### config.mk
export PLATFORM = sky130hd
export DESIGN_NAME = sp_ram_arbiter
export DESIGN_NICKNAME = d
export VERILOG_FILES = /design/src/rtl/sp_ram_arbiter.sv
export SDC_FILE = /design/constraint.sdc
export NUM_CORES = 1
export LEC_CHECK = 0
export CAP_MARGIN = 20
export CORE_ASPECT_RATIO = 0.9
export CORE_MARGIN = 2
export CORE_UTILIZATION = 40
export DETAILED_ROUTE_END_ITERATION = 8
export PLACE_DENSITY = 0.77
export SLEW_MARGIN = 10
export SYNTH_ARGS = -nofsm -noshare
export SYNTH_HDL_FRONTEND = slang
export SYNTH_SLANG_ARGS = --single-unit
### constraint.sdc
create_clock -name clk -period 1.25 [get_ports clk]
set_input_delay 0.125 -clock clk [delete_from_list [all_inputs] [get_ports clk]]
set_output_delay 0.125 -clock clk [all_outputs]
set_load 0.01 [all_outputs]
### src/rtl/sp_ram_arbiter.sv
// sp_ram_arbiter
//   Shares one single-port block RAM between two requesters (A and B) with
//   round-robin arbitration, one access per cycle. Drives the RAM primitive
//   directly and returns tagged read data after RD_LATENCY clocks.
//
// Optional feature (define SP_RAM_ARB_CLEAR_EN): after reset the whole RAM is
//   swept with zeros (one write per cycle, 2**ADDR_W cycles) before any
//   requester is served; clr_busy is high during the sweep.
//
// Ports:
//   clk, rst_n            clock, synchronous active-low reset
//   a_* / b_*             valid/ready request channel (we, addr, wdata) and
//                         read return (rvalid, rdata) for requesters A and B
//   ram_ce, ram_oce,      RAM primitive controls (ram_oce tied high,
//   ram_wre, ram_reset    ram_reset = !rst_n)
//   ram_ad, ram_din       RAM address / write data
//   ram_dout              RAM read data
//   clr_busy              zero-fill sweep in progress
module sp_ram_arbiter #(
    parameter int unsigned ADDR_W     = 10,
    parameter int unsigned DATA_W     = 16,
    parameter int unsigned RD_LATENCY = 1
) (
    input  logic              clk,
    input  logic              rst_n,
    input  logic              a_valid,
    output logic              a_ready,
    input  logic              a_we,
    input  logic [ADDR_W-1:0] a_addr,
    input  logic [DATA_W-1:0] a_wdata,
    output logic              a_rvalid,
    output logic [DATA_W-1:0] a_rdata,
    input  logic              b_valid,
    output logic              b_ready,
    input  logic              b_we,
    input  logic [ADDR_W-1:0] b_addr,
    input  logic [DATA_W-1:0] b_wdata,
    output logic              b_rvalid,
    output logic [DATA_W-1:0] b_rdata,
    output logic              ram_ce,
    output logic              ram_oce,
    output logic              ram_wre,
    output logic              ram_reset,
    output logic [ADDR_W-1:0] ram_ad,
    output logic [DATA_W-1:0] ram_din,
    input  logic [DATA_W-1:0] ram_dout,
    output logic              clr_busy
);

    typedef struct packed {
        logic vld;
        logic id;  // 0 = A, 1 = B
    } tag_t;

    logic              run;     // requesters may be served
    logic              clr_we;  // sweep write this cycle
    logic [ADDR_W-1:0] clr_ad;

`ifdef SP_RAM_ARB_CLEAR_EN
    typedef enum logic {StClear, StRun} state_e;

    state_e            state_q, state_d;
    logic [ADDR_W-1:0] cnt_q, cnt_d;

    always_comb begin
        state_d = state_q;
        cnt_d   = cnt_q;
        if (state_q == StClear) begin
            cnt_d = cnt_q + 1'b1;
            if (cnt_q == '1) begin
                state_d = StRun;
            end
        end
    end

    always_ff @(posedge clk) begin
        if (!rst_n) begin
            state_q <= StClear;
            cnt_q   <= '0;
        end else begin
            state_q <= state_d;
            cnt_q   <= cnt_d;
        end
    end

    assign run      = (state_q == StRun);
    assign clr_we   = (state_q == StClear) && rst_n;
    assign clr_ad   = cnt_q;
    assign clr_busy = (state_q == StClear);
`else
    assign run      = 1'b1;
    assign clr_we   = 1'b0;
    assign clr_ad   = '0;
    assign clr_busy = 1'b0;
`endif

    logic                  ptr_q, ptr_d;  // 0 = A has priority on contention
    logic                  grant_a, grant_b;
    tag_t [RD_LATENCY-1:0] tag_q, tag_d;
    tag_t                  tag_out;
    logic [ADDR_W-1:0]     ad_q, ad_d;
    logic [DATA_W-1:0]     din_q, din_d;
    logic [DATA_W-1:0]     a_rdata_q, a_rdata_d;
    logic [DATA_W-1:0]     b_rdata_q, b_rdata_d;

    // No accepts while reset is held, so nothing reaches the RAM in reset.
    assign grant_a = rst_n && run && a_valid && (!b_valid || !ptr_q);
    assign grant_b = rst_n && run && b_valid && (!a_valid || ptr_q);
    assign a_ready = grant_a;
    assign b_ready = grant_b;

    assign ram_oce   = 1'b1;
    assign ram_reset = !rst_n;

    always_comb begin
        ptr_d = ptr_q;
        if (grant_a) begin
            ptr_d = 1'b1;
        end else if (grant_b) begin
            ptr_d = 1'b0;
        end
    end

    // Address/data hold their last value when idle to avoid needless toggling.
    always_comb begin
        ram_ce  = 1'b0;
        ram_wre = 1'b0;
        ram_ad  = ad_q;
        ram_din = din_q;
        if (clr_we) begin
            ram_ce  = 1'b1;
            ram_wre = 1'b1;
            ram_ad  = clr_ad;
            ram_din = '0;
        end else if (grant_a) begin
            ram_ce  = 1'b1;
            ram_wre = a_we;
            ram_ad  = a_addr;
            ram_din = a_wdata;
        end else if (grant_b) begin
            ram_ce  = 1'b1;
            ram_wre = b_we;
            ram_ad  = b_addr;
            ram_din = b_wdata;
        end
        ad_d  = ram_ad;
        din_d = ram_din;
    end

    // Read tags travel alongside the RAM read latency.
    always_comb begin
        tag_d        = '0;
        tag_d[0].vld = (grant_a && !a_we) || (grant_b && !b_we);
        tag_d[0].id  = grant_b;
        for (int i = 1; i < RD_LATENCY; i++) begin
            tag_d[i] = tag_q[i-1];
        end
    end

    assign tag_out = tag_q[RD_LATENCY-1];

    // rvalid is masked by rst_n so a read caught by reset never returns.
    always_comb begin
        a_rvalid  = tag_out.vld && !tag_out.id && rst_n;
        b_rvalid  = tag_out.vld && tag_out.id && rst_n;
        a_rdata_d = a_rvalid ? ram_dout : a_rdata_q;
        b_rdata_d = b_rvalid ? ram_dout : b_rdata_q;
        a_rdata   = a_rdata_d;
        b_rdata   = b_rdata_d;
    end

    always_ff @(posedge clk) begin
        if (!rst_n) begin
            ptr_q     <= 1'b0;
            tag_q     <= '0;
            ad_q      <= '0;
            din_q     <= '0;
            a_rdata_q <= '0;
            b_rdata_q <= '0;
        end else begin
            ptr_q     <= ptr_d;
            tag_q     <= tag_d;
            ad_q      <= ad_d;
            din_q     <= din_d;
            a_rdata_q <= a_rdata_d;
            b_rdata_q <= b_rdata_d;
        end
    end

endmodule

# --- Yosys cells after proc, flatten, opt, wreduce, memory -nomap -nowiden ---
# Index checks and enable logic that the tools add are counted.
classes:
  n_mux: 12
  n_reduce_logical: 21
op_table:
  columns: ["cell", "n"]
  rows:
  - ["$mux 16", 4]
  - ["$mux 10", 2]
  - ["$logic_and 1x1->1", 10]
  - ["$logic_not 1->1", 7]
  - ["$mux 1", 6]
  - ["$logic_or 1x1->1", 3]
  - ["$reduce_bool 2->1", 1]
word_totals:
  regBits: 61
  in_bits: 74
  out_inout_bits: 67
  wordCells: 40

# --- Longest topological paths before layout ---
logic_depth:
  depth_word: 5
  ltp_mapped: 6
  depth_no_buf: 3

# --- Least setup slack after synthesis ---
# Ideal clock, no wire load.
synth_path:
  path_type: "reg-to-reg"
  from: "register tag_q (netlist bit tag_out[0])"
  to: "register a_rdata_q[10]"
  setup_time_ns: 0.115
  arrival_time_ns: 1.188
  t_required_ns: 1.135
  slack_ns: -0.053
  stages_incl_launch_ff: 5
  n_path_buf: 1
  period_less_slack_ns: 1.303
  cell_sequence: "dfxtp_1 > nand3b_4 > buf_6 > mux2_4 > and2_1"
synth_between:
  elab_chain_cells: 4
synth_lines:
  columns: ["element", "line", "rtl"]
  rows:
  - ["start: declaration", "99", "tag_t [RD_LATENCY-1:0] tag_q, tag_d;"]
  - ["start signal: assignment", "182", "tag_q <= tag_d;"]
  - ["$logic_not 1->1", "164", "a_rvalid = tag_out.vld && !tag_out.id && rst_n;"]
  - ["$logic_and 1x1->1 (2 in a row)", "164", null]
  - ["$mux 16", "166", "a_rdata_d = a_rvalid ? ram_dout : a_rdata_q;"]
  - ["via a_rdata[10]", "32", "output logic [DATA_W-1:0] a_rdata,"]
  - ["end signal: assignment", "185", "a_rdata_q <= a_rdata_d;"]
  - ["end: declaration", "103", "logic [DATA_W-1:0] a_rdata_q, a_rdata_d;"]
# The timed path passes the listed nets, and every way through them passes these cells.
# A chain may end at the register's enable or synchronous reset.

# --- Final worst setup path ---
layout_path:
  from: "register tag_q (netlist bit tag_out[0])"
  to: "output a_rdata[8]"
layout_between:
  elab_chain_cells: 4
layout_lines:
  columns: ["element", "line"]
  rows:
  - ["$logic_not 1->1", "164"]
  - ["$logic_and 1x1->1 (2 in a row)", "164"]
  - ["$mux 16", "166"]
  - ["end: declaration", "32"]
# Every way passes these cells.

==> out/qor.yml <==
synth.lib_cells_used.distinct: 26
timing.critical_path.to_type: "output port"
setup.worst_path.class: "reg2out"
finalSetupViolCount: 79
area_share_of_the_largest_cell_type_after_synthesis_pct: 34.1
layout_min_cycle_time_ns: 1.66
preCtsSetupSlack_ns: -0.511
pin_count_of_the_biggest_net_entering_global_routing: 41
finalWirelength_um: 11500
netlist_area_um2: 3580
worstPathRequired_ns: 1.12
overflow_after_grt: 0
cts_hold_repair.buffers: 0
ios: 141
total_number_of_clock_tree_sinks: 61
antenna_found_initial: 0
status: "finished with violations"
clock_tree_from_tritoncts: "yes"
grt_pass1_wl_um: 17800
floorplan.initialDensity_pct: 41.4
yosysWarnings: 0
final_cell_mix: "clkdlybuf4s50_1, dfxtp_1, nor3_1, buf_6, mux2_4"
synthTopCellsByArea: "dfxtp_1, a211oi_1, mux2_4"
grt_usage_pct: 22.5
dp.final_hpwl_um: 7340
route.detailed.wl_per_inst_um: 16.8
1st_iter_drt_viols: 122
setup_slack_ns: -0.414
core_um2: 8650
stdcell_count: 685
hold_path_class: "in2reg"
clkLatencyLatePin_ns: 0.34
power_per_cell_area_nw_per_um2: 938
detail-route-antenna-nets: 0
drc_errors: 0
power.ir.vdd_worst_v: 0.000446
cts-htree-levels: 3
n_antenna_cell: 0
firstDrtPassIters: 4
vias_in_the_first_global_route: 3619
maxCapViolCount: 0
cp_data_arrival_time_ns: 1.54
path_clk_slew_ns: 0.07
achievable-frequency_mhz: 601
final-hold-violation-count: 0
finalCritPeriodShare_pct: 133
port-buffer-count: 138
post_synth_inst_count: 391
rows: 32
yosysTopAreaCell: "dfxtp_1"
cts_root_buf: "clkbuf_8"
p_leak_nw: 2.62
floorplan.die_area_um2: 9720
gp_congestion: 0.799
numPlacedInstances: 654
post_route_cells_drive_above_1_share_pct: 44.5
nNetsFinal: 635
die_x_um: 104
ys_seq_area_share_pct: 34.1
die_y_um: 93.7
syn-mean-instance-area_um2: 9.15
vias: 3598
setup.worst_path.start_class: "flip-flop"
maxSlewViolCount: 0
clock_tree.buffer_depth: 2
p_total_mw: 5.67
number_of_buffers_added_by_the_clock_tree_synthesis_step: 9
crit_fanout: 5
failing_checks: "setup timing"
fin_worst_skew_ns: 0.00723
final_common_cell: "clkdlybuf4s50_1"
area_growth_pct: 69.0
route.detailed.vias_per_inst: 5.25
rsz0062_at_grt: "yes"
postSynthNetCount: 465
synth_seq_cells: 61
==> power by group <==
part / total (mW) / switching [mW] / internal, mW / leakage (nW)
clock: 2.01 / 0.836 / 1.17 / 0.112
sequential: 2.08 / 0.0439 / 2.04 / 0.501
combinational: 1.58 / 0.704 / 0.879 / 2.00
total: 5.67 / 1.58 / 4.09 / 2.62
==> state kept, by name, indices dropped and copies added (netlist names) <==
name	cells
din_q	16
ptr_q	1
b_rdata_q	16
ad_q	10
a_rdata_q	16
tag_out	2
==> worst max-delay path, cell delays in order, from the launching register on <==
cell	delay, ns
dfxtp_2	0.33
nand3b_4	0.24
buf_12	0.19
mux2_4	0.32
buf_6	0.13
==> cells by family after synthesis <==
logic type / after synthesis / share of synthesized area, %
flops: 61 / 34.1
other cells: 2 / 0.210
mux: 58 / 19.2
buf+inv: 44 / 6.82
compound gates: 83 / 15.6
simple gates: 143 / 24.0
==> layer usage <==
layer	part of all wire, %	routed length, um	track usage (%)
met1	45	5160	29.5
met2	48	5560	38.4
met3	5.3	611	4.16
met4	1.5	175	6.31
met5	0	0	0
==> timing repair <==
action | 4_1_cts | 5_1_grt
setup buffers | 6 | 6
gates cloned | 2 | 1
pin swaps | 22 | 8
endpoints found under the setup margin | 76 | 82
gates resized for setup | 331 | 46
==> through the flow <==
| stage | hold WS (ns) | cell area (um^2) | util, % | TNS, ns |
|---|---|---|---|---|
| 2_1_floorplan | 0.290 | 3680 | - | -0.0629 |
| 3_3_place_gp | 0.541 | 5450 | 63.0 | -23.74 |
| 3_5_place_dp | 0.548 | 5450 | 63.0 | -24.44 |
| 4_1_cts | 0.212 | 5830 | 67.4 | -22.95 |
| 5_1_grt | 0.295 | 6050 | 69.9 | -25.45 |
| 6_report | 0.265 | 6050 | 69.9 | -22.02 |
==> cell usage after synthesis <==
cell type  instances
a211oi_1          52
a21oi_1           28
a22o_1             2
and2_1            33
and3_1             1
buf_1              4
buf_2             12
buf_4              5
buf_6              6
clkbuf_1          11
clkinv_1           1
conb_1             2
dfxtp_1           61
inv_1              5
mux2_2            14
mux2_4            18
mux2i_1           26
nand2_2            1
nand2_4            1
nand2b_1          26
nand3_4            1
nand3b_4           1
nor2b_1           26
nor3_1            52
o211a_1            1
or2_2              1
==> cell type report <==
cell class	instances	area, um^2
clock buffers	10	138
clock inverters	6	86.3
fillers	655	2600
inverters	6	22.5
multi-input cells	286	2450
flip-flops and latches	61	1230
well taps	119	149
repair buffers	197	1980
==> final timing paths <==
| path | slack (ns) | startpoint | to | depth (start not counted) |
|---|---|---|---|---|
| max | -0.41 | tag_out[0]$_SDFF_PN0_ | a_rdata[8] | 4 |
| min | 0.27 | b_valid | tag_out[0]$_SDFF_PN0_ | 3 |
| max reg2reg | -0.29 | tag_out[0]$_SDFF_PN0_ | a_rdata_q[9]$_SDFF_PN0_ | 6 |
| min reg2reg | 0.59 | a_rdata_q[12]$_SDFF_PN0_ | a_rdata_q[12]$_SDFF_PN0_ | 2 |
Power figures use the tool's default switching activity.
